===== src/rtl/mem_arb_pkg.sv =====
// Shared FSM state type, d_rw bit positions and default widths for the memory bus arbiter.
package mem_arb_pkg;

    typedef enum logic [2:0] {
        IDLE,
        I_ACC,
        D_ACC,
        I_DONE,
        D_DONE
    } arb_state_t;

    localparam int RW_RD = 1;
    localparam int RW_WR = 0;

    localparam int ADDR_W_DEF     = 32;
    localparam int DATA_W_DEF     = 32;
    localparam int STARVE_MAX_DEF = 3;

endpackage


===== src/rtl/mem_arb_prio.sv =====
// Grant selection between fetch and data requesters.
// With ARB_ANTI_STARVE_EN defined, a counter lets fetch win after STARVE_MAX data grants.
module mem_arb_prio
    import mem_arb_pkg::*;
#(
    parameter int STARVE_MAX = STARVE_MAX_DEF
) (
`ifdef ARB_ANTI_STARVE_EN
    input  logic clk,
    input  logic rst,
    input  logic arb,
`endif
    input  logic i_req,
    input  logic d_req,
    output logic grant_i,
    output logic grant_d
);

`ifdef ARB_ANTI_STARVE_EN
    localparam int CNT_W = (STARVE_MAX < 1) ? 1 : $clog2(STARVE_MAX + 1);

    logic [CNT_W-1:0] starve_cnt;
    logic             starved;

    assign starved = i_req && (starve_cnt == CNT_W'(STARVE_MAX));
    assign grant_d = d_req && !starved;
    assign grant_i = i_req && !grant_d;

    // Counts data wins only while fetch is waiting; saturates at the limit.
    always_ff @(posedge clk) begin
        if (!rst) begin
            starve_cnt <= '0;
        end else if (arb) begin
            if (grant_i) begin
                starve_cnt <= '0;
            end else if (grant_d && i_req && (starve_cnt != CNT_W'(STARVE_MAX))) begin
                starve_cnt <= starve_cnt + 1'b1;
            end
        end
    end
`else
    assign grant_d = d_req;
    assign grant_i = i_req && !d_req;
`endif

endmodule


===== src/rtl/mem_bus_arbiter.sv =====
// Two-requester (fetch / data) arbiter onto a single memory bus with registered bus fields.
// Optional fetch anti-starvation is enabled by defining ARB_ANTI_STARVE_EN.
module mem_bus_arbiter
    import mem_arb_pkg::*;
#(
    parameter int ADDR_W     = ADDR_W_DEF,
    parameter int DATA_W     = DATA_W_DEF,
    parameter int STARVE_MAX = STARVE_MAX_DEF
) (
    input  logic                clk,
    input  logic                rst,
    input  logic                i_req,
    input  logic [ADDR_W-1:0]   i_addr,
    input  logic [1:0]          d_rw,
    input  logic [ADDR_W-1:0]   d_addr,
    input  logic [DATA_W-1:0]   d_wdata,
    input  logic [DATA_W/8-1:0] d_be,
    output logic                iready_n,
    output logic [DATA_W-1:0]   i_rdata,
    output logic                dready_n,
    output logic [DATA_W-1:0]   d_rdata,
    output logic                dbusy,
    output logic                mem_req,
    output logic                mem_we,
    output logic [ADDR_W-1:0]   mem_addr,
    output logic [DATA_W-1:0]   mem_wdata,
    output logic [DATA_W/8-1:0] mem_be,
    input  logic                mem_ack,
    input  logic [DATA_W-1:0]   mem_rdata
);

    arb_state_t state, state_nxt;
    logic       d_req;
    logic       grant_i;
    logic       grant_d;

    assign d_req = d_rw[RW_RD] | d_rw[RW_WR];

`ifdef ARB_ANTI_STARVE_EN
    logic arb;
    assign arb = (state == IDLE);
`endif

    mem_arb_prio #(
        .STARVE_MAX (STARVE_MAX)
    ) u_prio (
`ifdef ARB_ANTI_STARVE_EN
        .clk     (clk),
        .rst     (rst),
        .arb     (arb),
`endif
        .i_req   (i_req),
        .d_req   (d_req),
        .grant_i (grant_i),
        .grant_d (grant_d)
    );

    always_comb begin
        state_nxt = state;
        case (state)
            IDLE: begin
                if (grant_d) begin
                    state_nxt = D_ACC;
                end else if (grant_i) begin
                    state_nxt = I_ACC;
                end
            end
            I_ACC:   if (mem_ack) state_nxt = I_DONE;
            D_ACC:   if (mem_ack) state_nxt = D_DONE;
            default: state_nxt = IDLE;
        endcase
    end

    // Ready flags are driven from the live request so a withdrawn request never pulses.
    assign iready_n = i_req && (state != I_DONE);
    assign dready_n = d_rw[RW_RD] && (state != D_DONE);
    assign dbusy    = d_rw[RW_WR] && (state != D_DONE);

    always_ff @(posedge clk) begin
        if (!rst) begin
            state     <= IDLE;
            mem_req   <= 1'b0;
            mem_we    <= 1'b0;
            mem_addr  <= '0;
            mem_wdata <= '0;
            mem_be    <= '0;
            i_rdata   <= '0;
            d_rdata   <= '0;
        end else begin
            state <= state_nxt;
            if ((state == IDLE) && (grant_d || grant_i)) begin
                mem_req <= 1'b1;
                if (grant_d) begin
                    // A combined read+write request is serviced as a read only.
                    mem_we    <= d_rw[RW_WR] & ~d_rw[RW_RD];
                    mem_addr  <= d_addr;
                    mem_wdata <= d_wdata;
                    mem_be    <= d_be;
                end else begin
                    mem_we    <= 1'b0;
                    mem_addr  <= i_addr;
                    mem_wdata <= '0;
                    mem_be    <= '1;
                end
            end
            if ((state == I_ACC) && mem_ack) begin
                mem_req <= 1'b0;
                i_rdata <= mem_rdata;
            end
            if ((state == D_ACC) && mem_ack) begin
                mem_req <= 1'b0;
                d_rdata <= mem_rdata;
            end
        end
    end

endmodule


===== config.mk =====
export PLATFORM = sky130hd
export DESIGN_NAME = mem_bus_arbiter
export DESIGN_NICKNAME = d
export VERILOG_FILES = /design/src/rtl/mem_arb_pkg.sv /design/src/rtl/mem_arb_prio.sv /design/src/rtl/mem_bus_arbiter.sv
export SDC_FILE = /design/constraint.sdc
export NUM_CORES = 1
export LEC_CHECK = 0
export ABC_AREA = 1
export CORE_MARGIN = 5
export CORE_UTILIZATION = 41
export CTS_BUF_LIST = sky130_fd_sc_hd__clkbuf_4 sky130_fd_sc_hd__clkbuf_8
export DETAILED_ROUTE_END_ITERATION = 10
export GPL_ROUTABILITY_DRIVEN = 0
export HOLD_SLACK_MARGIN = 0.12
export PLACE_DENSITY = 0.83
export RECOVER_POWER = 50
export REMOVE_ABC_BUFFERS = 1
export SETUP_SLACK_MARGIN = 0.05
export SYNTH_ARGS = -nofsm -noshare
export SYNTH_HDL_FRONTEND = slang
export SYNTH_SLANG_ARGS = --single-unit

===== constraint.sdc =====
create_clock -name clk -period 1.7 [get_ports clk]
set_clock_uncertainty 0.1 [all_clocks]
set_input_delay 0.34 -clock clk [delete_from_list [all_inputs] [get_ports clk]]
set_output_delay 0.34 -clock clk [all_outputs]
set_load 0.005 [all_outputs]

---- Word-level counts from Yosys, hierarchy flattened ----
Cells that the tools add are included.
cells by class
  bitwise logic cells ..................... 4
  equal/unequal tests ..................... 7
  reduce and logical (&&, ||, !) cells .... 12
  multiplexer cells ....................... 9
operator list
  cell                  number
  $mux W32              2
  $mux W3               4
  $pmux W3 S3           1
  $logic_and A1 B1 Y1   7
  $ne A3 B3 Y1 const B  2
  $mux W4               1
  $ne A2 B2 Y1 const B  2
  $eq A3 B1 Y1 const B  1
  $eq A3 B2 Y1 const B  1
  $logic_not A3 Y1      1
  $ne A3 B2 Y1 const B  1
  $reduce_and A3 Y1     1
  $reduce_or A3 Y1      1
  $not A1 Y1            2
  $and A1 B1 Y1         1
  $logic_not A1 Y1      1
  $logic_or A1 B1 Y1    1
  $mux W1               1
  $or A1 B1 Y1          1
word-level totals
  flip-flop bits (word level) ............. 137

---- Longest topological paths before layout ----
  word-level depth ........................ 6
  mapped depth ............................ 9
  gate-level depth less buffers ........... 7

---- Hierarchy ----
From an unflattened synthesis, not the netlist that was laid out.
unflattened totals
  cell total of the unflattened synthesis .. 722
  area, all modules ....................... 5217.5 um^2
modules (own cells, without submodules)
  module           times used  area an instance (um^2)  cells an instance  seq. area each (um^2)
  mem_bus_arbiter  1           5200.0                   719                2742.6
  mem_arb_prio     1           17.5                     3                  0.0

---- Worst setup path before layout ----
OpenSTA, ideal clock, no wires.
  path kind ............................... input -> register
  start ................................... in d_rw[1]
  end ..................................... reg mem_addr[16]
  data arrival time ....................... 1.243 ns
  setup time .............................. 0.116 ns
  slack ................................... 0.241 ns
  stages on the path ...................... 8
  path buffers ............................ 2
  path through ............................ inv_1 > nand2_2 > nor2_1 > nor2_4 > buf_4 > buf_4 > o21ai_0 > nor2_1
on the way
  longest elaborated chain between the ends .. 5
RTL lines
  element               line                    source
  from (decl)           mem_bus_arbiter.sv:14   input logic [1:0] d_rw,
  $or A1 B1 Y1 *        mem_bus_arbiter.sv:37   assign d_req = d_rw[RW_RD] | d_rw[RW_WR];
  $logic_not A1 Y1      mem_arb_prio.sv:43      assign grant_i = i_req && !d_req;
  $logic_and A1 B1 Y1   mem_arb_prio.sv:43
  $logic_or A1 B1 Y1    mem_bus_arbiter.sv:91   if ((state == IDLE) && (grant_d || grant_i)) begin
  $logic_and A1 B1 Y1   mem_bus_arbiter.sv:91
  to (signal assigned)  mem_bus_arbiter.sv:96   mem_addr <= d_addr;
  to (signal assigned)  mem_bus_arbiter.sv:101  mem_addr <= i_addr;
  to (decl)             mem_bus_arbiter.sv:25   output logic [ADDR_W-1:0] mem_addr,
Every way passes the cells marked *; elsewhere a longest branch is shown, timed or not.
A chain may end at the register's enable or synchronous reset.

---- Final worst setup path ----
  start ................................... reg state[0]
  end ..................................... out dbusy
on the way
  longest elaborated chain between the ends .. 2
RTL lines
  element                 line                   source
  from (decl)             mem_bus_arbiter.sv:32  arb_state_t state, state_nxt;
  from (signal assigned)  mem_bus_arbiter.sv:90  state <= state_nxt;
  $ne A3 B3 Y1            mem_bus_arbiter.sv:77  assign dbusy = d_rw[RW_WR] && (state != D_DONE);
  $logic_and A1 B1 Y1     mem_bus_arbiter.sv:77
  to (decl)               mem_bus_arbiter.sv:22  output logic dbusy,
No other way between the ends.

==> summary.txt <==
Detailed routing
  • Iteration count of the initial detailed-routing pass: 4
  • Initial DRC count: 323
  • Post-route DRC: 0
  • Antenna Nets Post-Route: 0
  • Routed length per instance: 14.59 um
  • Routed WL: 17.11 mm
  • Via Count: 5505
  • Vias/cell: 4.693

Worst hold path
  • Min-Delay Path Class: input port to register

Timing
  • Final setup viols: 0
  • Worst Max-Slew Pin Slew: 0.4322 ns
  • Max-slew headroom: 0.7119
  • FMAX: 0.6054 GHz
  • Tmin final: 1.652 ns
  • RSZ-0062 raised after global routing: true
  • Fin crit share: 0.9717
  • Fin. Hold Viols: 0
  • Max-slew violation count: 0

Critical path
  • CP cell instances: nor2_4 > buf_6 > a21oi_4 > buf_2
  • Critical path buffer and inverter count: 2
  • WP data required: 1.26 ns
  • CP max-delay cell: dfxtp_2
  • Max stage delay on crit path: 0.34 ns
  • Critical path class: register to output port
  • Crit path max fanout: 3
  • Startpoint class of the critical path: register
  • Critical path capture point type: output port
  • Internal reg-to-reg setup slack: 0.17 ns
  • Worst EP arrival: 1.21 ns
  • Cell family with most CP delay: flip-flops

Yosys
  • FF+latch count, synth: 137
  • EDFF count, synth: 0
  • Post-synth ARST share: 0
  • Seq/Total Area, Yosys: 0.5272
  • Synthesized area: 5202 um2
  • Netlist cell types: 20
  • Total of warnings raised by yosys: 0
  • Mapped Avg Cell Area: 7.327 um2
  • Cells after Synth: 710
  • Top FF cell, synth: dfxtp_1

CTS
  • Max Root-Sink Buffers: 2
  • Clk root buf: clkbuf_8
  • CTS buffer count: 17
  • CTS sink cnt: 137
  • Clock transition at path regs: 0.08 ns
  • CTS H-tree depth: 4
  • CTS tree: built
  • Clk Latency, worst-skew pair: 0.42 ns

Final layout
  • # diodes: 0
  • Core Util, Final: 0.6871
  • Ratio of cells with drive above 1 in the final layout: 0.09091
  • Final nets: 1126
  • Design area: 8601 um2
  • Layout area overhead: 65.32%

Floorplanning
  • Initial Util: 0.4156
  • FP Rows: 41
  • Die Ht: 122.6 um
  • Core Area: 12520 um2
  • Die X: 122.6 um
  • # IOs: 275
  • Die area: 15040 um2

Placed design
  • Port bufs: 274
  • DP HPWL: 12.43 mm
  • Placed Area: 8239 um2

GRT
  • First-pass GRT wire length: 25.93 mm
  • Initial antenna violation count: 0
  • GRT overflow: 0
  • Vias in the first global route: 5219
  • GRT Util Overall: 0.2199
  • Pin count of the biggest net entering global routing: 49

Outcome
  • Run status: finished clean

Pwr
  • VDD IR max: 0.0008225 V
  • Power Dens Cells: 1254 nW/um2
  • Leak pwr: 4.286 nW

Job
  • Maxcap violations: 0
## report_power, final
group,internal [mW],switching (mW),total [mW]
Clock,1.73,1.22,2.96
Sequential,3.90,0.314,4.22
Combinational,1.74,1.87,3.61
Total,7.38,3.41,10.8
## Yosys cell counts (3+ instances only)
master / count / area share
clkbuf_1: 18 / 0.013
dfxtp_1: 137 / 0.53
a21oi_1: 46 / 0.044
buf_1: 6 / 0.0043
buf_2: 8 / 0.0077
inv_1: 18 / 0.013
nand2_1: 212 / 0.15
nor2_1: 122 / 0.088
buf_6: 3 / 0.0065
inv_2: 4 / 0.0029
o21ai_0: 78 / 0.075
nand3_1: 39 / 0.038
buf_4: 10 / 0.014
## registers in the layout, indices dropped and copies added, names as in the netlist
| name | count |
|---|---|
| d_rdata | 32 |
| i_rdata | 32 |
| mem_addr | 32 |
| mem_wdata | 32 |
| mem_be | 4 |
| state | 3 |
| mem_req | 1 |
| mem_we | 1 |
## logic make-up (layout without fill, tap and decap cells)
| logic type | Yosys count | count (layout) | share of synthesized area |
|---|---|---|---|
| compound gates | 125 | 125 | 0.1205 |
| simple gates | 380 | 380 | 0.2898 |
| flops | 137 | 137 | 0.5272 |
| buf+inv | 68 | 359 | 0.06253 |
## metrics by stage
stage	power (mW)	setup TNS [ns]	instances	setup slack (ns)	hold slack, ns
after floorplan	5.656	-32.49	665	-0.4153	0.3431
after global routing	11.48	-0.02166	1173	-0.01654	0.1567
after CTS	10.85	-0.008258	1173	-0.007410	0.1327
final	10.79	0	1173	0.04812	0.1751
after global placement	8.205	-10.89	1139	-0.3353	0.3454
after detailed placement	8.273	-13.39	1139	-0.3383	0.3495
## timing repair
action                     in CTS  in global routing
resized for setup             160                 12
hold buffers                    0                  0
pin swaps                       3                  3
setup endpoints to repair     138                 26
buffers inserted                2                  0
## cell type report
class	instances	area [um2]
fillers	1107	3916
flip-flops and latches	137	2760
well taps	172	215.2
repair buffers	304	2914
multi-input cells	505	2172
clock buffers	21	282.8
inverters	23	88.84
clock inverters	11	167.7
## final timing paths
check,depth (start not counted),start,to
worst min-delay path,3,rst,state[0]
worst max register to register,8,state[2],i_rdata[29]
worst min register to register,2,mem_wdata[10],mem_wdata[10]
worst max-delay path,4,state[0],dbusy
## tightest hold or removal path, delay by kind of cell
kind / cells / cell delay, ns
AO/OA/AOI/OAI: 1 / 0.04
AND/OR/NAND/NOR: 1 / 0.10
buffers and inverters: 1 / 0.18
## layer usage
metal,GRT usage,share of wire,vias up
met5,0,0,-
met3,0.09263,0.095,25
met2,0.3689,0.50,203
met4,0.07768,0.019,0
met1,0.2513,0.39,2459
li1,-,-,2818
## layout by cell type (no fill, tap or decap), drive strengths merged
| cell type | synthesis | final |
|---|---|---|
| nand4 | 1 | 1 |
| a21oi | 46 | 46 |
| inv | 22 | 23 |
| dfxtp | 137 | 137 |
| a31oi | 1 | 1 |
| nor2 | 125 | 125 |
| dlygate4sd2 | 0 | 134 |
| clkdlybuf4s50 | 0 | 136 |
| clkinv | 1 | 5 |
| bufinv | 0 | 4 |
| clkinvlp | 0 | 2 |
| o21ai | 78 | 78 |
| buf | 27 | 34 |
| nand3 | 40 | 40 |
| nand2 | 214 | 214 |
| clkbuf | 18 | 21 |
No activity file was read; power rests on OpenSTA's default activity.
